### src/rtl/pipe_hazard_ctrl.sv
// Hazard / sequencing controller for the 5-stage RV32I pipeline.
// Tracks EX/MEM/WB in a shadow scoreboard and drives stall, bubble, flush, forwarding and drain.
module pipe_hazard_ctrl #(
    parameter int CNT_W = 32
) (
    input  logic             i_clk,
    input  logic             i_rst,
    input  logic             i_dec_valid,
    input  logic [4:0]       i_dec_rs1,
    input  logic [4:0]       i_dec_rs2,
    input  logic             i_dec_use_rs1,
    input  logic             i_dec_use_rs2,
    input  logic [4:0]       i_dec_rd,
    input  logic             i_dec_reg_write,
    input  logic             i_dec_mem_read,
    input  logic             i_dec_halt,
    input  logic             i_dec_trap,
    input  logic             i_ex_redirect,
    input  logic             i_mem_busy,
    output logic             o_stall_if_id,
    output logic             o_bubble_ex,
    output logic             o_flush_if_id,
    output logic             o_freeze,
    output logic [1:0]       o_fwd_rs1,
    output logic [1:0]       o_fwd_rs2,
    output logic             o_halted,
    output logic             o_trap,
    output logic [CNT_W-1:0] o_stall_cnt,
    output logic [CNT_W-1:0] o_flush_cnt
);

    typedef enum logic [2:0] {RUN, DRAIN_H, DRAIN_T, HALTED, TRAPPED} state_t;

    typedef struct packed {
        logic       v;
        logic [4:0] rd;
        logic       wr;
        logic       ld;
    } sb_ent_t;

    localparam logic [CNT_W-1:0] CNT_ONE = {{(CNT_W-1){1'b0}}, 1'b1};

    state_t  state, state_nxt;
    sb_ent_t sb_ex, sb_mem, sb_wb, sb_ex_nxt;

    logic hit_ex1, hit_ex2, hit_mem1, hit_mem2;
    logic frozen, redirect, load_use, running, issue, drained;
    logic sb_wb_unused;

    function automatic logic hit(input sb_ent_t e, input logic [4:0] rs, input logic rd_en);
        return e.v & e.wr & (e.rd == rs) & (rs != 5'd0) & rd_en;
    endfunction

    // WB needs no forwarding (write-through regfile); it is kept only as scoreboard state.
    assign sb_wb_unused = ^sb_wb;

    assign hit_ex1  = hit(sb_ex,  i_dec_rs1, i_dec_use_rs1);
    assign hit_ex2  = hit(sb_ex,  i_dec_rs2, i_dec_use_rs2);
    assign hit_mem1 = hit(sb_mem, i_dec_rs1, i_dec_use_rs1);
    assign hit_mem2 = hit(sb_mem, i_dec_rs2, i_dec_use_rs2);

    assign frozen   = i_mem_busy;
    assign redirect = i_ex_redirect & ~frozen;
    assign load_use = (hit_ex1 | hit_ex2) & sb_ex.ld;
    assign running  = (state == RUN);

    assign o_freeze      = frozen;
    assign o_flush_if_id = redirect;
    assign o_fwd_rs1     = hit_ex1 ? 2'b01 : (hit_mem1 ? 2'b10 : 2'b00);
    assign o_fwd_rs2     = hit_ex2 ? 2'b01 : (hit_mem2 ? 2'b10 : 2'b00);
    assign o_halted      = (state == HALTED);
    assign o_trap        = (state == TRAPPED);

    always_comb begin
        o_stall_if_id = 1'b1;
        o_bubble_ex   = 1'b1;
        if (running) begin
            // A redirect squashes the ID instruction, so its load-use stall is moot.
            o_stall_if_id = frozen | (load_use & ~redirect);
            o_bubble_ex   = redirect | load_use;
        end
    end

    assign issue = i_dec_valid & ~o_stall_if_id & ~o_bubble_ex & ~redirect & running;

    always_comb begin
        sb_ex_nxt = '0;
        if (issue) begin
            sb_ex_nxt.v  = 1'b1;
            sb_ex_nxt.rd = i_dec_rd;
            sb_ex_nxt.wr = i_dec_reg_write;
            sb_ex_nxt.ld = i_dec_mem_read;
        end
    end

    // Drain completes on the advance that leaves EX, MEM and WB all empty.
    assign drained = ~sb_ex_nxt.v & ~sb_ex.v & ~sb_mem.v;

    always_comb begin
        state_nxt = state;
        case (state)
            RUN: begin
                if (issue && i_dec_halt)      state_nxt = DRAIN_H;
                else if (issue && i_dec_trap) state_nxt = DRAIN_T;
            end
            DRAIN_H: if (drained) state_nxt = HALTED;
            DRAIN_T: if (drained) state_nxt = TRAPPED;
            default: state_nxt = state;
        endcase
    end

    always_ff @(posedge i_clk or posedge i_rst) begin
        if (i_rst) begin
            state       <= RUN;
            sb_ex       <= '0;
            sb_mem      <= '0;
            sb_wb       <= '0;
            o_stall_cnt <= '0;
            o_flush_cnt <= '0;
        end else if (!frozen) begin
            state  <= state_nxt;
            sb_ex  <= sb_ex_nxt;
            sb_mem <= sb_ex;
            sb_wb  <= sb_mem;
            if (running && load_use && !redirect && !(&o_stall_cnt))
                o_stall_cnt <= o_stall_cnt + CNT_ONE;
            if (redirect && !(&o_flush_cnt))
                o_flush_cnt <= o_flush_cnt + CNT_ONE;
        end
    end

endmodule

### config.mk
export PLATFORM = sky130hd
export DESIGN_NAME = pipe_hazard_ctrl
export DESIGN_NICKNAME = d
export VERILOG_FILES = /design/src/rtl/pipe_hazard_ctrl.sv
export SDC_FILE = /design/constraint.sdc
export NUM_CORES = 1
export LEC_CHECK = 0
export BUFFER_PORTS_ARGS = -buffer_cell sky130_fd_sc_hd__buf_2
export CAP_MARGIN = 25
export CORE_MARGIN = 2
export CORE_UTILIZATION = 45
export CTS_BUF_LIST = sky130_fd_sc_hd__clkbuf_16
export DETAILED_ROUTE_END_ITERATION = 8
export GPL_ROUTABILITY_DRIVEN = 0
export PLACE_DENSITY = 0.69
export SLEW_MARGIN = 20
export SYNTH_ARGS = -nofsm -noshare
export SYNTH_HDL_FRONTEND = slang
export SYNTH_SLANG_ARGS = --single-unit
export TNS_END_PERCENT = 5
### constraint.sdc
create_clock -name i_clk -period 3.45 [get_ports i_clk]
set_input_delay 0.1725 -clock i_clk [delete_from_list [all_inputs] [get_ports i_clk]]
set_output_delay 0.1725 -clock i_clk [all_outputs]
set_load 0.03 [all_outputs]
# After elaboration in Yosys (flattened, before gate mapping)
# Cells that the tools add are included.
[op_classes]
n_addsub = 2
n_eq_ne = 11
muxes = 12
n_bitwise = 33
reduce_logical = 18
[ops]
columns = ["operator", "count"]
rows = [
  ["$add A32 B1 Y32 const B", 2],
  ["$reduce_and A32 Y1", 2],
  ["$and A1 B1 Y1", 23],
  ["$eq A5 B5 Y1", 4],
  ["$mux W3", 4],
  ["$reduce_bool A5 Y1", 2],
  ["$pmux W3 S3", 1],
  ["$mux W2", 4],
  ["$mux W8", 1],
  ["$not A1 Y1", 7],
  ["$eq A3 B2 Y1 const B", 2],
  ["$logic_and A1 B1 Y1", 6],
  ["$reduce_and A5 Y1", 1],
  ["$ne A2 B2 Y1 const B", 2],
  ["$reduce_and A2 Y1", 2],
  ["$eq A3 B1 Y1 const B", 1],
  ["$eq A3 B3 Y1 const B", 1],
  ["$logic_not A1 Y1", 3],
  ["$logic_not A3 Y1", 1],
  ["$ne A3 B1 Y1 const B", 1],
  ["$or A1 B1 Y1", 3],
  ["$reduce_bool A3 Y1", 1],
  ["$mux W1", 2],
]
[totals]
reg_bits = 82

# Logic depth before layout (Yosys ltp)
# Gate-level depths: netlist of run 1.
[logic_depth]
depth_word = 20
depth_mapped = 8

# Worst setup path before layout of run 1
# OpenSTA, ideal clock, no wires.
[synth_path]
kind = "register to output"
start = "register sb_ex[2] (netlist bit)"
end = "output o_stall_if_id"
arrival_time_ps = 2025
required_time_ps = 3277
setup_slack_ps = 1253
path_stages_with_launch = 6
cell_sequence = "dfrtp_1 xnor2_1 nand4_1 nor3_4 o21ai_2 o21ai_0"
[synth_between]
elab_chain_cells = 9
elab_cells_between_ends = 13
cone_classes = "2 x eq/ne; 1 x mux; 10 x bitwise"
[synth_lines]
columns = ["element", "line", "source"]
rows = [
  ["start: declaration", "44", "sb_ent_t sb_ex, sb_mem, sb_wb, sb_ex_nxt;"],
  ["start signal: assignment", "122", "sb_ex <= sb_ex_nxt;"],
  ["$eq A5 B5 Y1", "51", "return e.v & e.wr & (e.rd == rs) & (rs != 5'd0) & rd_en;"],
  ["$and A1 B1 Y1 (3 in a row)", "51", ""],
  ["net hit_ex1", "46", "logic hit_ex1, hit_ex2, hit_mem1, hit_mem2;"],
  ["$or A1 B1 Y1", "64", "assign load_use = (hit_ex1 | hit_ex2) & sb_ex.ld;"],
  ["$and A1 B1 Y1", "64", ""],
  ["$and A1 B1 Y1", "79", "o_stall_if_id = frozen | (load_use & ~redirect);"],
  ["$or A1 B1 Y1", "79", ""],
  ["$mux W1", "77", "if (running) begin"],
  ["end: declaration", "20", "output logic o_stall_if_id,"],
]
# The timed path passes the listed nets, and every way through them passes these cells.

# Final worst setup path of run 1
[layout_path]
start = "register sb_ex[5] (netlist bit)"
end = "output o_stall_if_id"
[layout_between]
elab_chain_cells = 9
elab_cells_between_ends = 13
cone_classes = "2 x eq/ne; 1 x mux; 10 x bitwise"
[layout_lines]
columns = ["element", "line"]
rows = [
  ["$eq A5 B5 Y1", "51"],
  ["$and A1 B1 Y1 (3 in a row)", "51"],
  ["$or A1 B1 Y1 *", "64"],
  ["$and A1 B1 Y1 *", "64"],
  ["$and A1 B1 Y1 *", "79"],
  ["$or A1 B1 Y1 *", "79"],
  ["$mux W1 *", "77"],
]
# Mark *: on every way between the ends. The rest lies on a longest branch, timed or not.

==> metrics.txt, run 1 <==
# TYPE chip_impl_metric gauge
chip_impl_metric{name="cts-buffers-inserted",unit=""} 9
chip_impl_metric{name="area_delta_synth_final",unit="%"} 20.4
chip_impl_metric{name="max_freq",unit="GHz"} 0.412
chip_impl_metric{name="postPlaceCellArea",unit="sq um"} 4860
chip_impl_info{name="dominant_cells_by_area_after_synthesis",value="sky130_fd_sc_hd__dfrtp_1 48%, sky130_fd_sc_hd__xor2_1 8.8%, sky130_fd_sc_hd__xnor2_1 8.0%"} 1
chip_impl_metric{name="yosys_top_cell_area_share",unit="%"} 48.0
chip_impl_metric{name="synth_cell_types",unit=""} 46
chip_impl_metric{name="maxCapViolations",unit=""} 0
chip_impl_metric{name="cp_data_required_time",unit="ns"} 3.28
chip_impl_metric{name="nNetsFinal",unit=""} 523
chip_impl_metric{name="power.density_cell_area",unit="nW/um^2"} 430
chip_impl_metric{name="detail_route.vias_per_cell",unit=""} 5.13
chip_impl_metric{name="place_worst_setup_slack",unit="ns"} 1.23
chip_impl_metric{name="placed_instances",unit=""} 611
chip_impl_metric{name="grt_start_max_net_pins",unit=""} 54
chip_impl_metric{name="globalRoute.totalOverflow",unit=""} 0
chip_impl_metric{name="seq_area",unit="sq um"} 2050
chip_impl_metric{name="antennaDiodeCount",unit=""} 0
chip_impl_metric{name="ys.warnings.count",unit=""} 0
chip_impl_metric{name="coreArea",unit="sq um"} 9240
chip_impl_metric{name="fin_worst_skew",unit="ns"} 0.00777
chip_impl_metric{name="worst_case_setup_margin_in_the_final_layout",unit="ns"} 1.02
chip_impl_info{name="timing.critical_path.from_type",value="register"} 1
chip_impl_metric{name="cp_data_arrival_time",unit="ns"} 2.26
chip_impl_metric{name="number_of_enable_flip_flop_cells_after_synthesis",unit=""} 0
chip_impl_metric{name="hold_violations",unit=""} 0
chip_impl_metric{name="layout.cell_area.non_filler",unit="sq um"} 5150
chip_impl_metric{name="chipHeight",unit="um"} 101
chip_impl_metric{name="report.final.setup_viol",unit=""} 0
chip_impl_info{name="post-synth-top-count-cell",value="sky130_fd_sc_hd__dfrtp_1"} 1
chip_impl_info{name="cts-root-buf",value="sky130_fd_sc_hd__clkbuf_16"} 1
chip_impl_info{name="timing.rr.start",value="sb_ex[5]"} 1
chip_impl_info{name="cts_tree",value="yes"} 1
chip_impl_metric{name="detail_route.wl_per_cell",unit="um"} 14.6
chip_impl_info{name="startpoint",value="sb_ex[5]"} 1
chip_impl_metric{name="finalMaxSlewViolations",unit=""} 0
chip_impl_metric{name="fin_util",unit="%"} 55.7
chip_impl_metric{name="detail_route_antenna_nets",unit=""} 0
chip_impl_info{name="worst_setup_path_end_kind",value="output pin"} 1
chip_impl_metric{name="routed_wirelength",unit="um"} 9180
chip_impl_metric{name="global_route_wire_length_before_repair",unit="um"} 15400
chip_impl_metric{name="routed_via_count",unit=""} 3224
chip_impl_metric{name="syn-mean-instance-area",unit="sq um"} 10.9
chip_impl_metric{name="synthArstFlopShare",unit="%"} 100
chip_impl_metric{name="drt-initial-drc-count",unit=""} 74
chip_impl_info{name="globalRoute.busiestLayer",value="met2"} 1
chip_impl_metric{name="htreeDepth",unit=""} 3
chip_impl_metric{name="global_route.usage.met1",unit="%"} 26.8
chip_impl_metric{name="portBuffers",unit=""} 99
chip_impl_metric{name="fill_cells",unit=""} 842
chip_impl_info{name="synthTopCellsByCount",value="82 x sky130_fd_sc_hd__dfrtp_1, 43 x sky130_fd_sc_hd__xor2_1, 39 x sky130_fd_sc_hd__xnor2_1"} 1
chip_impl_metric{name="antenna_found_initial",unit=""} 0
chip_impl_metric{name="place.detailed.hpwl",unit="um"} 6730
chip_impl_metric{name="pin_count",unit=""} 100
chip_impl_metric{name="grt_usage",unit="%"} 18.8
chip_impl_metric{name="detail_route.first_pass.iterations",unit=""} 4
chip_impl_metric{name="setup-tns-final",unit="ns"} 0
chip_impl_info{name="type_of_the_worst_setup_path",value="register to output pin"} 1
chip_impl_metric{name="design.die.area",unit="sq um"} 10300
chip_impl_metric{name="grtUsageMet2",unit="%"} 29.7
chip_impl_metric{name="worst_path_largest_cell_delay",unit="ns"} 0.50
chip_impl_metric{name="clkTransAtPathRegs",unit="ns"} 0.06
chip_impl_metric{name="yosysSeqAreaShare",unit="%"} 48.0
chip_impl_info{name="synth_top_area_cell",value="sky130_fd_sc_hd__dfrtp_1"} 1
chip_impl_metric{name="synthCells",unit=""} 393
chip_impl_metric{name="drc",unit=""} 0
chip_impl_metric{name="synth-seq-cells",unit=""} 82
chip_impl_info{name="holdCritPathClass",value="input port to register"} 1
chip_impl_metric{name="layout.cells.non_filler",unit=""} 628
chip_impl_metric{name="final.min_clock_period",unit="ns"} 2.43
chip_impl_metric{name="clock_tree.buffer_depth",unit=""} 2
chip_impl_metric{name="hold-worst-slack",unit="ns"} 0.0624
chip_impl_metric{name="cts_resized",unit=""} 0
chip_impl_metric{name="core.rowCount",unit=""} 35
chip_impl_info{name="cpMaxStageDelayCell",value="sky130_fd_sc_hd__nor3_4"} 1
chip_impl_metric{name="p_total",unit="mW"} 2.22
chip_impl_info{name="min-delay-start",value="i_dec_rd[1]"} 1
chip_impl_metric{name="cellLeakagePower",unit="nW"} 2.59
chip_impl_metric{name="crit_path_max_fanout",unit=""} 7
chip_impl_metric{name="netlist_area",unit="sq um"} 4280
chip_impl_metric{name="synth_nets",unit=""} 421
chip_impl_metric{name="max-slew-margin-rel",unit="%"} 53.1
chip_impl_metric{name="worst-slew-pin-transition",unit="ns"} 0.697
chip_impl_metric{name="clock_sinks",unit=""} 82
chip_impl_info{name="run_status",value="finished clean"} 1
chip_impl_info{name="critical_path.cell_chain",value="xnor2_1 -> nand4_1 -> nor3_4 -> o21ai_2 -> o21ai_0 -> buf_2"} 1
chip_impl_metric{name="clock_latency",unit="ns"} 0.32
chip_impl_metric{name="start_util",unit="%"} 46.3
chip_impl_metric{name="proportion_of_layout_cells_with_a_drive_suffix_above_1",unit="%"} 30.3
chip_impl_metric{name="first_global_vias",unit=""} 3203
chip_impl_metric{name="multi_input_comb_area",unit="sq um"} 2100
chip_impl_metric{name="peakVddDrop",unit="V"} 0.000378
chip_impl_metric{name="die_x",unit="um"} 101
chip_impl_info{name="rsz0062_at_grt",value="false"} 1
chip_impl_metric{name="tcrit_tclk_final",unit="%"} 70.4
chip_impl_metric{name="globalRouteMet3Util",unit="%"} 4.07
chip_impl_info{name="synth_top_flop_cell",value="sky130_fd_sc_hd__dfrtp_1"} 1
-- path summary, 6_finish.rpt --
kind / to / slack [ns] / cells after the start
min in group asynchronous: o_flush_cnt[18] / 0.33 / 3
min reg2reg: o_stall_cnt[31] / 0.48 / 1
max reg2reg: sb_ex[1] / 1.24 / 6
max: o_stall_if_id / 1.02 / 6
max in group asynchronous: o_stall_cnt[31] / 2.20 / 5
min: sb_ex[3] / 0.06 / 2
-- cell usage in the layout, fill, tap and decap left out, types with 6 or more instances in the layout --
cell type / Yosys / layout
sky130_fd_sc_hd__nor3_2: 6 / 6
sky130_fd_sc_hd__nand3_1: 23 / 23
sky130_fd_sc_hd__xor2_1: 43 / 43
sky130_fd_sc_hd__mux2_2: 8 / 8
sky130_fd_sc_hd__dfrtp_1: 82 / 82
sky130_fd_sc_hd__xnor2_1: 39 / 39
sky130_fd_sc_hd__inv_1: 11 / 10
sky130_fd_sc_hd__nor3_1: 19 / 19
sky130_fd_sc_hd__nand2_1: 32 / 32
sky130_fd_sc_hd__and4_1: 8 / 8
sky130_fd_sc_hd__nor2_1: 27 / 27
sky130_fd_sc_hd__clkbuf_16: 0 / 9
sky130_fd_sc_hd__nand4_1: 21 / 21
sky130_fd_sc_hd__buf_2: 1 / 99
sky130_fd_sc_hd__a22o_1: 8 / 8
sky130_fd_sc_hd__and3_1: 10 / 10
-- kinds of logic (layout without fill, tap and decap cells) --
| family | after synthesis | in the layout | synth area share (%) |
|---|---|---|---|
| AO/OA/AOI/OAI | 25 | 25 | 6.44 |
| multiplexers | 8 | 8 | 2.11 |
| flip-flops | 82 | 82 | 48.0 |
| adder cells (fa/ha/maj) | 2 | 2 | 0.585 |
| XOR/XNOR | 82 | 82 | 16.8 |
| buffers and inverters | 22 | 128 | 2.93 |
| AND/OR/NAND/NOR | 172 | 172 | 23.2 |
-- registers in the layout (all words and copies together) (netlist names) --
signal,count
o_stall_cnt,32
state,3
sb_ex,8
sb_mem,7
o_flush_cnt,32
-- report_power, final --
| group | leakage (nW) | total (mW) | switching, mW | internal [mW] |
|---|---|---|---|---|
| clock | 0.128 | 0.851 | 0.373 | 0.478 |
| sequential | 1.09 | 1.09 | 0.0852 | 1.01 |
| combinational | 1.36 | 0.274 | 0.177 | 0.0966 |
-- layout make-up --
type | count | area share (%)
repair buffers | 102 | 10.4
well taps | 129 | 3.13
flip-flops and latches | 82 | 39.9
clock buffers | 9 | 4.37
multi-input cells | 289 | 40.8
clock inverters | 6 | 0.680
inverters | 11 | 0.826
-- routing by layer --
metal	wire length [um]	part of all wire [%]
met1	4420	48
met2	4290	47
met3	414	4.5
met4	64	0.70
met5	0	0
-- worst max-delay path, delay by kind of cell (launching register included) --
family	cells	cell delay (ns)
XOR/XNOR	1	0.20
AO/OA/AOI/OAI	2	0.39
AND/OR/NAND/NOR	2	0.67
buffers and inverters	1	0.24
flip-flops	1	0.44
-- timing repair --
| action | CTS | global route |
|---|---|---|
| setup endpoints to repair | 0 | 0 |
| buffers inserted | 0 | 0 |
| hold buffers | 0 | 1 |
| hold endpoints to repair | 0 | 12 |
No activity file was read; power rests on OpenSTA's default activity.
==> run 2, diff against run 1 <==
Settings changed: ABC_AREA from default to 1, PLACE_DENSITY 0.69 to 0.67.
Clock period 3.45 ns to 2.3 ns, I/O delays scaled along.
==> run 2 against run 1 <==
Against the previous run: register-to-register slack worse by 1.0 ns; via count increased by 36%; sequential share of layout area decreased by 5.2 points; hold slack worse by 0.061 ns; final area is 15% higher; sequential power grew 45%; combinational power grew 46%; clock power is 59% higher; cell count up 37%; highest routed layer unchanged; non-clock buffer count is 5 higher; setup slack lost 0.79 ns.
==> metrics.txt, run 2 <==
# TYPE chip_impl_metric gauge
chip_impl_metric{name="power.density_cell_area",unit="nW/um^2"} 562
chip_impl_info{name="dominant_cells_by_area_after_synthesis",value="sky130_fd_sc_hd__dfrtp_1 42%, sky130_fd_sc_hd__nand2_1 9.9%, sky130_fd_sc_hd__xor2_1 8.5%"} 1
chip_impl_metric{name="detail_route.first_pass.iterations",unit=""} 5
chip_impl_info{name="post-synth-top-count-cell",value="sky130_fd_sc_hd__nand2_1"} 1
chip_impl_metric{name="detail_route_antenna_nets",unit=""} 0
chip_impl_metric{name="proportion_of_layout_cells_with_a_drive_suffix_above_1",unit="%"} 24.5
chip_impl_metric{name="antenna_found_initial",unit=""} 0
chip_impl_metric{name="synth_nets",unit=""} 634
chip_impl_metric{name="first_global_vias",unit=""} 4156
chip_impl_metric{name="area_delta_synth_final",unit="%"} 19.8
chip_impl_info{name="cts-root-buf",value="sky130_fd_sc_hd__clkbuf_16"} 1
chip_impl_metric{name="peakVddDrop",unit="V"} 0.000385
chip_impl_metric{name="setup-tns-final",unit="ns"} 0
chip_impl_metric{name="finalMaxSlewViolations",unit=""} 0
chip_impl_info{name="synthTopCellsByCount",value="130 x sky130_fd_sc_hd__nand2_1, 82 x sky130_fd_sc_hd__dfrtp_1, 75 x sky130_fd_sc_hd__nor2_1"} 1
chip_impl_metric{name="place.detailed.hpwl",unit="um"} 9190
chip_impl_metric{name="max_freq",unit="GHz"} 0.483
chip_impl_metric{name="netlist_area",unit="sq um"} 4940
chip_impl_info{name="run_status",value="finished clean"} 1
chip_impl_metric{name="grt_usage",unit="%"} 21.0
chip_impl_metric{name="cts-buffers-inserted",unit=""} 9
chip_impl_metric{name="routed_wirelength",unit="um"} 11900
chip_impl_metric{name="clock_tree.buffer_depth",unit=""} 2
chip_impl_metric{name="cp_data_required_time",unit="ns"} 2.55
chip_impl_metric{name="post-cts-setup-buffers",unit=""} 0
chip_impl_metric{name="globalRoute.totalOverflow",unit=""} 0
chip_impl_metric{name="chipHeight",unit="um"} 109
chip_impl_metric{name="cp_data_arrival_time",unit="ns"} 2.32
chip_impl_metric{name="clock_latency",unit="ns"} 0.33
chip_impl_info{name="timing.rr.start",value="o_stall_cnt[0]"} 1
chip_impl_info{name="synth_top_area_cell",value="sky130_fd_sc_hd__dfrtp_1"} 1
chip_impl_metric{name="max-slew-margin-rel",unit="%"} 60.0
chip_impl_metric{name="final.min_clock_period",unit="ns"} 2.07
chip_impl_metric{name="synth_cell_types",unit=""} 38
chip_impl_metric{name="synthArstFlopShare",unit="%"} 100
chip_impl_metric{name="worst-r2r-setup-slack",unit="ns"} 0.23
chip_impl_metric{name="pin_count",unit=""} 100
chip_impl_metric{name="number_of_enable_flip_flop_cells_after_synthesis",unit=""} 0
chip_impl_metric{name="routed_via_count",unit=""} 4375
chip_impl_info{name="rsz0062_at_grt",value="false"} 1
chip_impl_metric{name="core.rowCount",unit=""} 38
chip_impl_metric{name="maxCapViolations",unit=""} 0
chip_impl_metric{name="layout.cells.non_filler",unit=""} 859
chip_impl_metric{name="clkTransAtPathRegs",unit="ns"} 0.06
chip_impl_info{name="type_of_the_worst_setup_path",value="register to register"} 1
chip_impl_metric{name="drt-initial-drc-count",unit=""} 322
chip_impl_metric{name="syn-mean-instance-area",unit="sq um"} 8.15
chip_impl_metric{name="clock_sinks",unit=""} 82
chip_impl_info{name="worst_setup_path_end_kind",value="register"} 1
chip_impl_metric{name="die_x",unit="um"} 109
chip_impl_info{name="synth_top_flop_cell",value="sky130_fd_sc_hd__dfrtp_1"} 1
chip_impl_metric{name="design.die.area",unit="sq um"} 11800
chip_impl_metric{name="detail_route.wl_per_cell",unit="um"} 13.8
chip_impl_metric{name="synth-seq-cells",unit=""} 82
chip_impl_info{name="holdCritPathClass",value="input port to register"} 1
chip_impl_metric{name="fin_worst_skew",unit="ns"} 0.00399
chip_impl_info{name="cts_tree",value="yes"} 1
chip_impl_info{name="layout_commonest_cell",value="sky130_fd_sc_hd__nand2_1"} 1
chip_impl_info{name="timing.critical_path.from_type",value="register"} 1
chip_impl_metric{name="crit_path_max_fanout",unit=""} 5
chip_impl_metric{name="cellLeakagePower",unit="nW"} 2.99
chip_impl_metric{name="drc",unit=""} 0
chip_impl_metric{name="report.final.setup_viol",unit=""} 0
chip_impl_metric{name="nNetsFinal",unit=""} 744
chip_impl_metric{name="coreArea",unit="sq um"} 10800
chip_impl_info{name="timing.rr.end",value="o_stall_cnt[23]"} 1
chip_impl_metric{name="antennaDiodeCount",unit=""} 0
chip_impl_metric{name="placed_instances",unit=""} 842
chip_impl_info{name="min-delay-start",value="i_dec_rd[3]"} 1
chip_impl_metric{name="hold_violations",unit=""} 0
chip_impl_metric{name="yosys_top_cell_area_share",unit="%"} 41.5
chip_impl_metric{name="portBuffers",unit=""} 99
chip_impl_metric{name="cells_on_worst_hold_path",unit=""} 3
chip_impl_metric{name="worst_r2r_path_depth",unit=""} 12
chip_impl_metric{name="global_route_wire_length_before_repair",unit="um"} 19600
chip_impl_info{name="reg_top3",value="o_flush_cnt: 32 flops, o_stall_cnt: 32 flops, sb_ex: 8 flops"} 1
chip_impl_metric{name="tcrit_tclk_final",unit="%"} 90.1
chip_impl_metric{name="yosysSeqAreaShare",unit="%"} 41.5
chip_impl_metric{name="grt_start_max_net_pins",unit=""} 51
chip_impl_info{name="final_cell_mix",value="130 x sky130_fd_sc_hd__nand2_1, 99 x sky130_fd_sc_hd__buf_2, 82 x sky130_fd_sc_hd__dfrtp_1, 75 x sky130_fd_sc_hd__nor2_1, 68 x sky130_fd_sc_hd__inv_1"} 1
chip_impl_metric{name="ys.warnings.count",unit=""} 0
chip_impl_metric{name="fill_cells",unit=""} 1007
chip_impl_metric{name="worst-slew-pin-transition",unit="ns"} 0.599
chip_impl_metric{name="synthCells",unit=""} 606
chip_impl_metric{name="detail_route.vias_per_cell",unit=""} 5.09
chip_impl_info{name="whs_endpoint",value="sb_ex[5]"} 1
chip_impl_metric{name="htreeDepth",unit=""} 3
chip_impl_metric{name="start_util",unit="%"} 45.8
## run 2: cell count changes in the layout (fill, tap and decap cells not counted), sizes merged, moves of 7 or more
| cell | before | now |
|---|---|---|
| nand2 | 32 | 148 |
| inv | 10 | 75 |
| and4 | 8 | 0 |
| o21ai | 5 | 24 |
| xnor2 | 39 | 26 |
| mux2 | 8 | 0 |
| nor2 | 27 | 90 |
| a22o | 8 | 1 |
| and3 | 10 | 0 |
## run 2: metal layers
metal | GRT usage (%) | vias up | wire length (um) | part of all wire (%)
li1 | - | 2147 | - | -
met1 | 28.9 | 2071 | 5510 | 46
met2 | 33.1 | 135 | 5560 | 47
met3 | 3.23 | 22 | 576 | 4.8
met4 | 8.79 | 0 | 236 | 2.0
met5 | 0 | - | 0 | 0
## run 2: cell families after synthesis
family | after synthesis | share of synthesized area, %
and+or+nand+nor | 330 | 33.8
buffers and inverters | 84 | 6.84
DFF | 82 | 41.5
xor gates and xnor gates | 74 | 13.1
AOI/OAI and AO/OA | 34 | 4.23
adders and majority gates | 2 | 0.506
## run 2: worst max-delay path by stage
stage,start,to,slack [ns],cells after the start
2_1_floorplan,i_rst,o_flush_cnt[0],0.08,1
6_report,o_stall_cnt[0],o_stall_cnt[23],0.23,12
3_3_place_gp,o_stall_cnt[0],o_stall_cnt[23],0.28,12
5_1_grt,o_stall_cnt[2],o_stall_cnt[3],0.05,13
3_5_place_dp,o_stall_cnt[0],o_stall_cnt[23],0.24,12
4_1_cts,o_stall_cnt[0],o_stall_cnt[23],0.23,12
## run 2: layout make-up
type	instances	area (sq um)	area share, %
Tap cell	140	175	2.96
Inverter	76	287	4.84
Clock buffer	9	225	3.81
Timing Repair Buffer	107	576	9.73
Multi-Input combinational cell	440	2560	43.2
Clock inverter	5	47.5	0.803
Sequential cell	82	2050	34.7
## run 2: report_power, final
part	internal, mW	switching [mW]
Clock	0.817	0.532
Sequential	1.50	0.0784
Combinational	0.126	0.274
## run 2: through the flow
stage | instance area (sq um) | worst slack (ns) | power [mW] | utilization [%] | hold WS [ns]
finish | 5920 | 0.228 | 3.32 | 54.8 | 0.00112
global route | 5920 | 0.0533 | 3.47 | 54.8 | 0.00760
CTS | 5910 | 0.226 | 3.37 | 54.8 | 0.000599
detailed placement | 5610 | 0.242 | 2.00 | 52.0 | 0.202
floorplan | 4940 | 0.0766 | 1.85 | - | 0.236
global placement | 5610 | 0.284 | 1.99 | 52.0 | 0.188
## run 2: critical path, cell delays in order, from the launching register on
cell	delay [ns]
sky130_fd_sc_hd__dfrtp_1	0.40
sky130_fd_sc_hd__ha_1	0.29
sky130_fd_sc_hd__nand2_1	0.11
sky130_fd_sc_hd__nor2_1	0.15
sky130_fd_sc_hd__nand2_1	0.17
sky130_fd_sc_hd__nor3_2	0.13
sky130_fd_sc_hd__nand2_1	0.06
sky130_fd_sc_hd__nor2_1	0.09
sky130_fd_sc_hd__nand3_1	0.09
sky130_fd_sc_hd__nand3_2	0.16
sky130_fd_sc_hd__inv_1	0.11
sky130_fd_sc_hd__nand2_1	0.11
sky130_fd_sc_hd__xnor2_1	0.12
## run 2: what timing repair did
action | 4_1_cts | 5_1_grt
resized for setup | 0 | 1
endpoints found under the hold margin | 34 | 0
hold buffers | 3 | 0
setup endpoints to repair | 0 | 1
